===== src/rtl/decode_ctrl_pipe.sv =====
// rtl/decode_ctrl_pipe.sv - LEGv8 ID stage: decode, ID/EX register, load-use hazard bubbles
module decode_ctrl_pipe #(
  parameter int         INSTR_W   = 32,
  parameter int         REG_AW    = 5,
  parameter int         ALU_OP_W  = 3,
  parameter logic [4:0] LT_COND   = 5'b01011,
  parameter bit         HAZARD_EN = 1'b1,
  parameter int         CNT_W     = 16
) (
  input  logic                clk,
  input  logic                reset,
  input  logic [INSTR_W-1:0]  id_instr,
  input  logic                id_valid,
  input  logic                stall_in,
  input  logic                flush,
  output logic                hazard_stall,
  output logic                ex_valid,
  output logic                ex_reg_write,
  output logic                ex_alu_src,
  output logic                ex_mem_read,
  output logic                ex_mem_write,
  output logic                ex_mem_to_reg,
  output logic                ex_flag_write,
  output logic                ex_branch,
  output logic                ex_branch_cond,
  output logic                ex_link,
  output logic                ex_illegal,
  output logic [ALU_OP_W-1:0] ex_alu_op,
  output logic [1:0]          ex_pc_src,
  output logic [REG_AW-1:0]   ex_rn,
  output logic [REG_AW-1:0]   ex_rm,
  output logic [REG_AW-1:0]   ex_rd,
  output logic [CNT_W-1:0]    bubble_count
);

  typedef struct packed {
    logic                reg_write;
    logic                alu_src;
    logic                mem_read;
    logic                mem_write;
    logic                mem_to_reg;
    logic                flag_write;
    logic                branch;
    logic                branch_cond;
    logic                link;
    logic                illegal;
    logic [ALU_OP_W-1:0] alu_op;
    logic [1:0]          pc_src;
  } ctrl_t;

  localparam logic [ALU_OP_W-1:0] ALU_ADD = ALU_OP_W'(2);
  localparam logic [ALU_OP_W-1:0] ALU_SUB = ALU_OP_W'(3);
  localparam logic [REG_AW-1:0]   XZR     = {REG_AW{1'b1}};
  localparam logic [REG_AW-1:0]   X30     = XZR - REG_AW'(1);

  logic [10:0] op11;
  logic [9:0]  op10;
  logic [7:0]  op8;
  logic [5:0]  op6;
  logic        unused_bits;

  assign op11        = id_instr[INSTR_W-1 -: 11];
  assign op10        = id_instr[INSTR_W-1 -: 10];
  assign op8         = id_instr[INSTR_W-1 -: 8];
  assign op6         = id_instr[INSTR_W-1 -: 6];
  assign unused_bits = ^id_instr[15:10];

  ctrl_t             dec;
  logic              use_rn, use_rm, rt_as_rm;
  logic [REG_AW-1:0] dec_rn, dec_rm, dec_rd;

  always_comb begin
    dec      = '0;
    use_rn   = 1'b0;
    use_rm   = 1'b0;
    rt_as_rm = 1'b0;
    if (op11 == 11'b10101011000) begin
      dec.reg_write = 1'b1; dec.flag_write = 1'b1; dec.alu_op = ALU_ADD;
      use_rn = 1'b1; use_rm = 1'b1;
    end else if (op11 == 11'b11101011000) begin
      dec.reg_write = 1'b1; dec.flag_write = 1'b1; dec.alu_op = ALU_SUB;
      use_rn = 1'b1; use_rm = 1'b1;
    end else if (op11 == 11'b11111000010) begin
      dec.reg_write = 1'b1; dec.alu_src = 1'b1; dec.mem_read = 1'b1;
      dec.mem_to_reg = 1'b1; dec.alu_op = ALU_ADD;
      use_rn = 1'b1;
    end else if (op11 == 11'b11111000000) begin
      dec.alu_src = 1'b1; dec.mem_write = 1'b1; dec.alu_op = ALU_ADD;
      use_rn = 1'b1; use_rm = 1'b1; rt_as_rm = 1'b1;
    end else if (op10 == 10'b1001000100) begin
      dec.reg_write = 1'b1; dec.alu_src = 1'b1; dec.alu_op = ALU_ADD;
      use_rn = 1'b1;
    end else if (op6 == 6'b000101) begin
      dec.branch = 1'b1; dec.pc_src = 2'b01;
    end else if (op6 == 6'b100101) begin
      dec.branch = 1'b1; dec.link = 1'b1; dec.reg_write = 1'b1; dec.pc_src = 2'b01;
    end else if (op8 == 8'b10110100) begin
      dec.branch_cond = 1'b1; dec.pc_src = 2'b01;
      use_rm = 1'b1; rt_as_rm = 1'b1;
    end else if (op11 == 11'b11010110000) begin
      dec.pc_src = 2'b10;
      use_rn = 1'b1;
    end else if (op8 == 8'b01010100 && id_instr[4:0] == LT_COND) begin
      dec.branch_cond = 1'b1; dec.pc_src = 2'b01;
    end else begin
      dec.illegal = id_valid;
    end
  end

  // STUR and CBZ carry their data register (Rt) in the rd slot.
  assign dec_rn = id_instr[5 +: REG_AW];
  assign dec_rm = rt_as_rm ? id_instr[0 +: REG_AW] : id_instr[16 +: REG_AW];
  assign dec_rd = dec.link ? X30 : id_instr[0 +: REG_AW];

  logic              valid_q, valid_d;
  ctrl_t             ctrl_q, ctrl_d;
  logic [REG_AW-1:0] rn_q, rn_d, rm_q, rm_d, rd_q, rd_d;
  logic [CNT_W-1:0]  cnt_q, cnt_d;
  logic              ex_hit;

  assign ex_hit = valid_q && ctrl_q.mem_read && (rd_q != XZR) &&
                  ((use_rn && dec_rn == rd_q) || (use_rm && dec_rm == rd_q));
  // Gated by reset so the freeze releases in the same cycle reset is seen.
  assign hazard_stall = HAZARD_EN && !reset && id_valid && ex_hit;

  always_comb begin
    valid_d = valid_q;
    ctrl_d  = ctrl_q;
    rn_d    = rn_q;
    rm_d    = rm_q;
    rd_d    = rd_q;
    cnt_d   = cnt_q;
    if (flush || (!stall_in && (hazard_stall || !id_valid))) begin
      valid_d = 1'b0;
      ctrl_d  = '0;
      rn_d    = '0;
      rm_d    = '0;
      rd_d    = '0;
      if (!flush && hazard_stall && cnt_q != {CNT_W{1'b1}}) begin
        cnt_d = cnt_q + CNT_W'(1);
      end
    end else if (!stall_in) begin
      valid_d = 1'b1;
      ctrl_d  = dec;
      rn_d    = dec_rn;
      rm_d    = dec_rm;
      rd_d    = dec_rd;
    end
  end

  always_ff @(posedge clk) begin
    if (reset) begin
      valid_q <= 1'b0;
      ctrl_q  <= '0;
      rn_q    <= '0;
      rm_q    <= '0;
      rd_q    <= '0;
      cnt_q   <= '0;
    end else begin
      valid_q <= valid_d;
      ctrl_q  <= ctrl_d;
      rn_q    <= rn_d;
      rm_q    <= rm_d;
      rd_q    <= rd_d;
      cnt_q   <= cnt_d;
    end
  end

  assign ex_valid       = valid_q;
  assign ex_reg_write   = ctrl_q.reg_write;
  assign ex_alu_src     = ctrl_q.alu_src;
  assign ex_mem_read    = ctrl_q.mem_read;
  assign ex_mem_write   = ctrl_q.mem_write;
  assign ex_mem_to_reg  = ctrl_q.mem_to_reg;
  assign ex_flag_write  = ctrl_q.flag_write;
  assign ex_branch      = ctrl_q.branch;
  assign ex_branch_cond = ctrl_q.branch_cond;
  assign ex_link        = ctrl_q.link;
  assign ex_illegal     = ctrl_q.illegal;
  assign ex_alu_op      = ctrl_q.alu_op;
  assign ex_pc_src      = ctrl_q.pc_src;
  assign ex_rn          = rn_q;
  assign ex_rm          = rm_q;
  assign ex_rd          = rd_q;
  assign bubble_count   = cnt_q;

endmodule


===== config.mk =====
export PLATFORM = sky130hd
export DESIGN_NAME = decode_ctrl_pipe
export DESIGN_NICKNAME = d
export VERILOG_FILES = /design/src/rtl/decode_ctrl_pipe.sv
export SDC_FILE = /design/constraint.sdc
export NUM_CORES = 1
export LEC_CHECK = 0
export ABC_AREA = 1
export BUFFER_PORTS_ARGS = -buffer_cell sky130_fd_sc_hd__buf_2
export CAP_MARGIN = 20
export CORE_MARGIN = 2
export CORE_UTILIZATION = 40
export DETAILED_ROUTE_END_ITERATION = 10
export SYNTH_ARGS = -nofsm -noshare
export SYNTH_HDL_FRONTEND = slang
export SYNTH_SLANG_ARGS = --single-unit

===== constraint.sdc =====
create_clock -name clk -period 2.1 [get_ports clk]
set_input_delay 0.105 -clock clk [delete_from_list [all_inputs] [get_ports clk]]
set_output_delay 0.105 -clock clk [all_outputs]
set_load 0.02 [all_outputs]

* Word level (Yosys, flattened, before mapping) *
Cells that the tools add are included.

word-level totals
  register bits = 47
  input bits = 37
  output and inout bits = 48
  word-level logic and storage cells = 120

operators by class
  add/subtract/negate cells = 1
  equal/unequal tests = 15
  multiplexer cells = 67
  reduce and logical (&&, ||, !) cells = 20

operators by type and width
  operator               count
  $eq 11x11->1 const B   5
  $mux 1                 42
  $mux 2                 15
  $mux 4                 7
  $add 16x1->16 const B  1
  $ne 16x16->1 const B   1
  $logic_and 1x1->1      11
  $eq 10x10->1 const B   1
  $eq 5x5->1             2
  $mux 5                 2
  $eq 8x7->1 const B     1
  $eq 8x8->1 const B     1
  $eq 6x3->1 const B     1
  $eq 6x6->1 const B     1
  $eq 5x4->1 const B     1
  $ne 5x5->1 const B     1
  $logic_not 1->1        4
  $logic_or 1x1->1       3
  $mux 3                 1
  $reduce_and 2->1       1
  $reduce_or 2->1        1

* Depth between registers and ports, before layout *
  word-level depth = 19
  gate-level depth with buffers = 20
  depth with buffers taken out = 20

* Least setup slack after synthesis *
No wires, ideal clock.

  path kind = register to register
  from = register rd_q[1] (netlist: ex_rd[1])
  to = register cnt_q[4] (netlist: bubble_count[4])
  setup time = 0.119 ns
  data arrival time = 1.844 ns
  required time = 1.981 ns
  setup slack = 0.136 ns
  cell stages (with the launch flop) = 13
  buffers on the path = 0
  clock period less this slack = 1.964 ns
  path through = dfxtp_1 -> xnor2_1 -> nand2_1 -> nor4b_1 -> nand2_1 -> nand2_2 -> nand2_2 -> inv_2 -> nand2_2 -> nor2_2 -> inv_1 -> o21ai_0 -> a21oi_1

between the ends
  word-level cells in the longest chain between the ends = 9
  elaborated cells between the ends (all ways) = 15
  classes of those cells = 3 x eq/ne; 12 x reduce/logical

RTL lines
  item                          RTL line  text
  from (decl)                   117       logic [REG_AW-1:0] rn_q, rn_d, rm_q, rm_d, rd_q, rd_d;
  from (signal assigned)        164       rd_q <= rd_d;
  $eq 5x5->1                    122       ((use_rn && dec_rn == rd_q) || (use_rm && dec_rm == rd_q));
  $logic_and 1x1->1             122
  $logic_or 1x1->1              122
  $logic_and 1x1->1 *           121       assign ex_hit = valid_q && ctrl_q.mem_read && (rd_q != XZR) &&
  $logic_and 1x1->1 *           124       assign hazard_stall = HAZARD_EN && !reset && id_valid && ex_hit;
  net hazard_stall              16        output logic hazard_stall,
  $logic_or 1x1->1              133       if (flush || (!stall_in && (hazard_stall || !id_valid))) begin
  $logic_and 1x1->1             133
  $logic_or 1x1->1              133
  $reduce_and 2->1 (no line) *  -
  to (signal assigned)          165       cnt_q <= cnt_d;
  to (decl)                     118       logic [CNT_W-1:0] cnt_q, cnt_d;

The timed path passes the listed nets; every way through them passes the cells marked *.
A chain may end at the register's enable or synchronous reset.

* Final worst setup path *
  from = register rd_q[4] (netlist: ex_rd[4])
  to = output port hazard_stall

between the ends
  word-level cells in the longest chain between the ends = 5
  elaborated cells between the ends (all ways) = 9
  classes of those cells = 3 x eq/ne; 6 x reduce/logical

RTL lines
  item                 RTL line
  $eq 5x5->1           122
  $logic_and 1x1->1    122
  $logic_or 1x1->1     122
  $logic_and 1x1->1 *  121
  $logic_and 1x1->1 *  124
  to (decl)            16

Every way passes the cells marked *; elsewhere a longest branch is shown, timed or not.

==> flow_metrics.py <==
metrics = {
    "route": {
        "drt_iter0_drc": 107,
        "route.detailed.drc": 0,
        "wire_per_inst_um": 13.5,
        "firstDrtPassIters": 4,
        "drt_wl_total_mm": 8.74,
        "viasPerCell": 4.97,
        "vias": 3210,
        "ant_nets": 0,
    },
    "power": {
        "seq_power_share_pct": 47.1,
        "internal_power_mw": 1.35,
        "switching_share_pct": 27.0,
        "combPwrFrac_pct": 15.2,
        "total_power_mw": 1.85,
        "switchingPower_mw": 0.499,
        "ir_worst_vdd_mv": 0.291,
        "power.density_nw_per_um2": 492,
        "p_leak_nw": 1.86,
        "pwr-share-clk_pct": 37.7,
    },
    "synth": {
        "synthTopCellsByArea": "dfxtp_1 31%, nand2_1 11%, inv_1 7.5%",
        "yosysUniqueCellTypes": 36,
        "synth_edf_count": 0,
        "yosysTopAreaCellShare_pct": 30.6,
        "seq_area_frac_synth_pct": 30.6,
        "syn_area_um2": 2950,
        "yosysTopAreaCell": "dfxtp_1",
        "synth_seq_cells": 45,
        "synth_nets": 479,
        "ys_warn_count": 0,
        "postSynthAreaPerCell_um2": 6.68,
        "ys_async_sr_fraction_pct": 0,
        "synthCells": 441,
        "ys.flop_type": "dfxtp_1",
    },
    "worst_setup_path": {
        "path_cells": "xor2_1 > nor4b_2 > buf_4 > nand2_1 > nand2_2 > nand2_2 > inv_2 > buf_4 > buf_2",
        "worstSetupPathType": "reg2out",
        "path_delay_family": "simple AND/OR/NAND/NOR gates",
        "critPathRequiredTime_ns": 2.00,
        "path_max_fanout": 5,
        "end_kind": "output port",
        "arrival_ns": 1.86,
        "cp-start-kind": "flip-flop",
        "crit_buf_inv": 4,
        "worst_path_max_delay_cell": "dfxtp_1",
        "max_stage_delay_ns": 0.37,
    },
    "clock_network": {
        "path_clk_slew_ns": 0.09,
        "clk-insertion-delay-late_ns": 0.31,
        "numCtsBuffers": 5,
        "clock_path_buffers": 2,
        "clkSinkCount": 45,
        "cts_tree": "done",
        "root_buffer": "clkbuf_8",
        "h-tree-depth": 2,
    },
    "timing": {
        "fmax_mhz": 509,
        "tns_ns": 0,
        "fin_crit_sh_pct": 93.6,
        "finClkSkew_ns": 0.0117,
        "setup_slack_ns": 0.135,
        "drv_slew": 0,
        "max-slew-margin-rel_pct": 54.5,
        "finalSetupViolations": 0,
        "min_period_ns": 1.97,
        "worst_slew_pin_slew_ns": 0.676,
        "hold_violations": 0,
    },
    "final_layout": {
        "instances_no_fill": 646,
        "n_antenna_cell": 0,
        "area_delta_synth_final_pct": 27.9,
        "drive_above_1_share_pct": 31.4,
        "layout_common_cells": "89 x nand2_1, 77 x buf_2, 59 x inv_1, 45 x nor2_1, 44 x dfxtp_1",
        "final_common_cell": "nand2_1",
        "fillers": 776,
        "stdcell_area_um2": 3770,
        "finalNetCount": 584,
    },
    "place": {
        "place_inst": 638,
        "postPlaceCellArea_um2": 3640,
        "gp_congestion": 0.881,
        "place_hpwl_mm": 6.92,
        "io_buffers": 77,
        "pre_cts_ws_ns": -0.00113,
    },
    "floorplanning": {
        "core-area_um2": 7180,
        "rows": 31,
        "ios": 85,
        "die_h_um": 89.8,
        "die_w_um": 89.8,
        "dieArea_um2": 8070,
        "floorplan.initialDensity_pct": 41.1,
    },
    "global_routing": {
        "grt_pass1_wl_mm": 14.4,
        "grt_start_max_net_pins": 32,
        "grt_pass1_vias": 3043,
        "grt_overflow": 0,
        "antenna_found_initial": 0,
        "grt_use_total_pct": 21.8,
    },
    "job": {
        "maxCapViolCount": 0,
    },
    "outcome": {
        "status": "completed",
    },
    "hold_path": {
        "min_path_type": "in2reg",
    },
}
==> flip-flops by register name (all words and copies together) (netlist names), 2 cells and up <==
signal and cells:
bubble_count 16, ex_rd 5, ex_rm 5, ex_rn 5
ex_alu_op 2, ex_pc_src 2
==> repair_timing <==
item	4_1_cts	5_1_grt
buffers inserted	0	0
hold buffers	0	0
gates resized for setup	0	2
endpoints found under the setup margin	0	7
==> kinds of logic (layout without fill, tap and decap cells) <==
logic type	after synthesis	count (layout)	synth area share [%]
compound gates	53	53	11.0
xor+xnor	8	8	2.38
fa+ha+maj	1	1	0.425
buf+inv	79	185	11.4
flops	45	45	30.6
other cells	1	1	0.127
simple gates	254	254	44.1
==> final timing paths <==
path / from / to / slack (ns) / cells past startpoint
setup reg to reg: ex_rd[4] / bubble_count[2] / 0.20 / 12
hold reg to reg: ex_pc_src[0] / ex_pc_src[0] / 0.46 / 2
setup / recovery: ex_rd[4] / hazard_stall / 0.13 / 9
hold / removal: id_instr[5] / ex_rn[0] / 0.07 / 3
==> cell type report <==
class	count	area [um^2]	share of cell area (%)
clock buffers	7	86.3	2.29
clock inverters	1	30.0	0.797
multi-input cells	317	1720	45.6
repair buffers	113	668	17.7
inverters	64	240	6.38
well taps	99	124	3.29
flip-flops and latches	45	902	23.9
==> worst register-to-register path, stage by stage, from the launching register on <==
cell and delay [ns]:
dfxtp_1 0.37, xor2_1 0.20, nor4b_2 0.29, buf_4 0.16, nand2_1 0.06, nand2_2 0.09, nand2_2 0.07, inv_2 0.07
nand2_2 0.06, nor2_2 0.14, inv_1 0.08, o21ai_0 0.15, a21oi_1 0.05
==> stage by stage <==
step	utilization (%)	hold WS, ns
finish	52.5	0.0686
global placement	50.8	0.386
global route	52.5	0.0660
CTS	52.4	0.0652
floorplan	-	0.250
detailed placement	50.8	0.390
==> synth_stat cells (3+ instances only) <==
| master | instances |
|---|---|
| xor2_1 | 5 |
| a22oi_1 | 4 |
| nand3_1 | 32 |
| inv_1 | 59 |
| clkbuf_1 | 8 |
| nor4_1 | 6 |
| nand2_4 | 3 |
| nor2_1 | 45 |
| nor2_2 | 3 |
| buf_6 | 4 |
| xnor2_1 | 3 |
| nand2_2 | 8 |
| a21oi_2 | 10 |
| nor3_1 | 22 |
| nor2_4 | 5 |
| nand4_1 | 23 |
| nand2_1 | 89 |
| dfxtp_1 | 45 |
| inv_2 | 5 |
| o21ai_0 | 11 |
| a21oi_1 | 23 |
| nand3_2 | 13 |
==> layer usage <==
metal	vias up	track usage (%)	part of all wire (%)
li1	1661	-	-
met1	1461	28.9	46
met2	77	37.2	48
met3	11	4.02	4.6
met4	0	5.00	1.1
met5	-	0	0
==> power groups by stage <==
stage | combinational (mW) | sequential, mW | clock [mW]
final | 0.281 | 0.873 | 0.699
after global routing | 0.311 | 0.874 | 0.741
after detailed placement | 0.278 | 0.893 | 0
after floorplan | 0.153 | 0.906 | 0
after global placement | 0.276 | 0.893 | 0
after CTS | 0.279 | 0.873 | 0.708
Note: power is estimated with default switching activity, not from simulation.
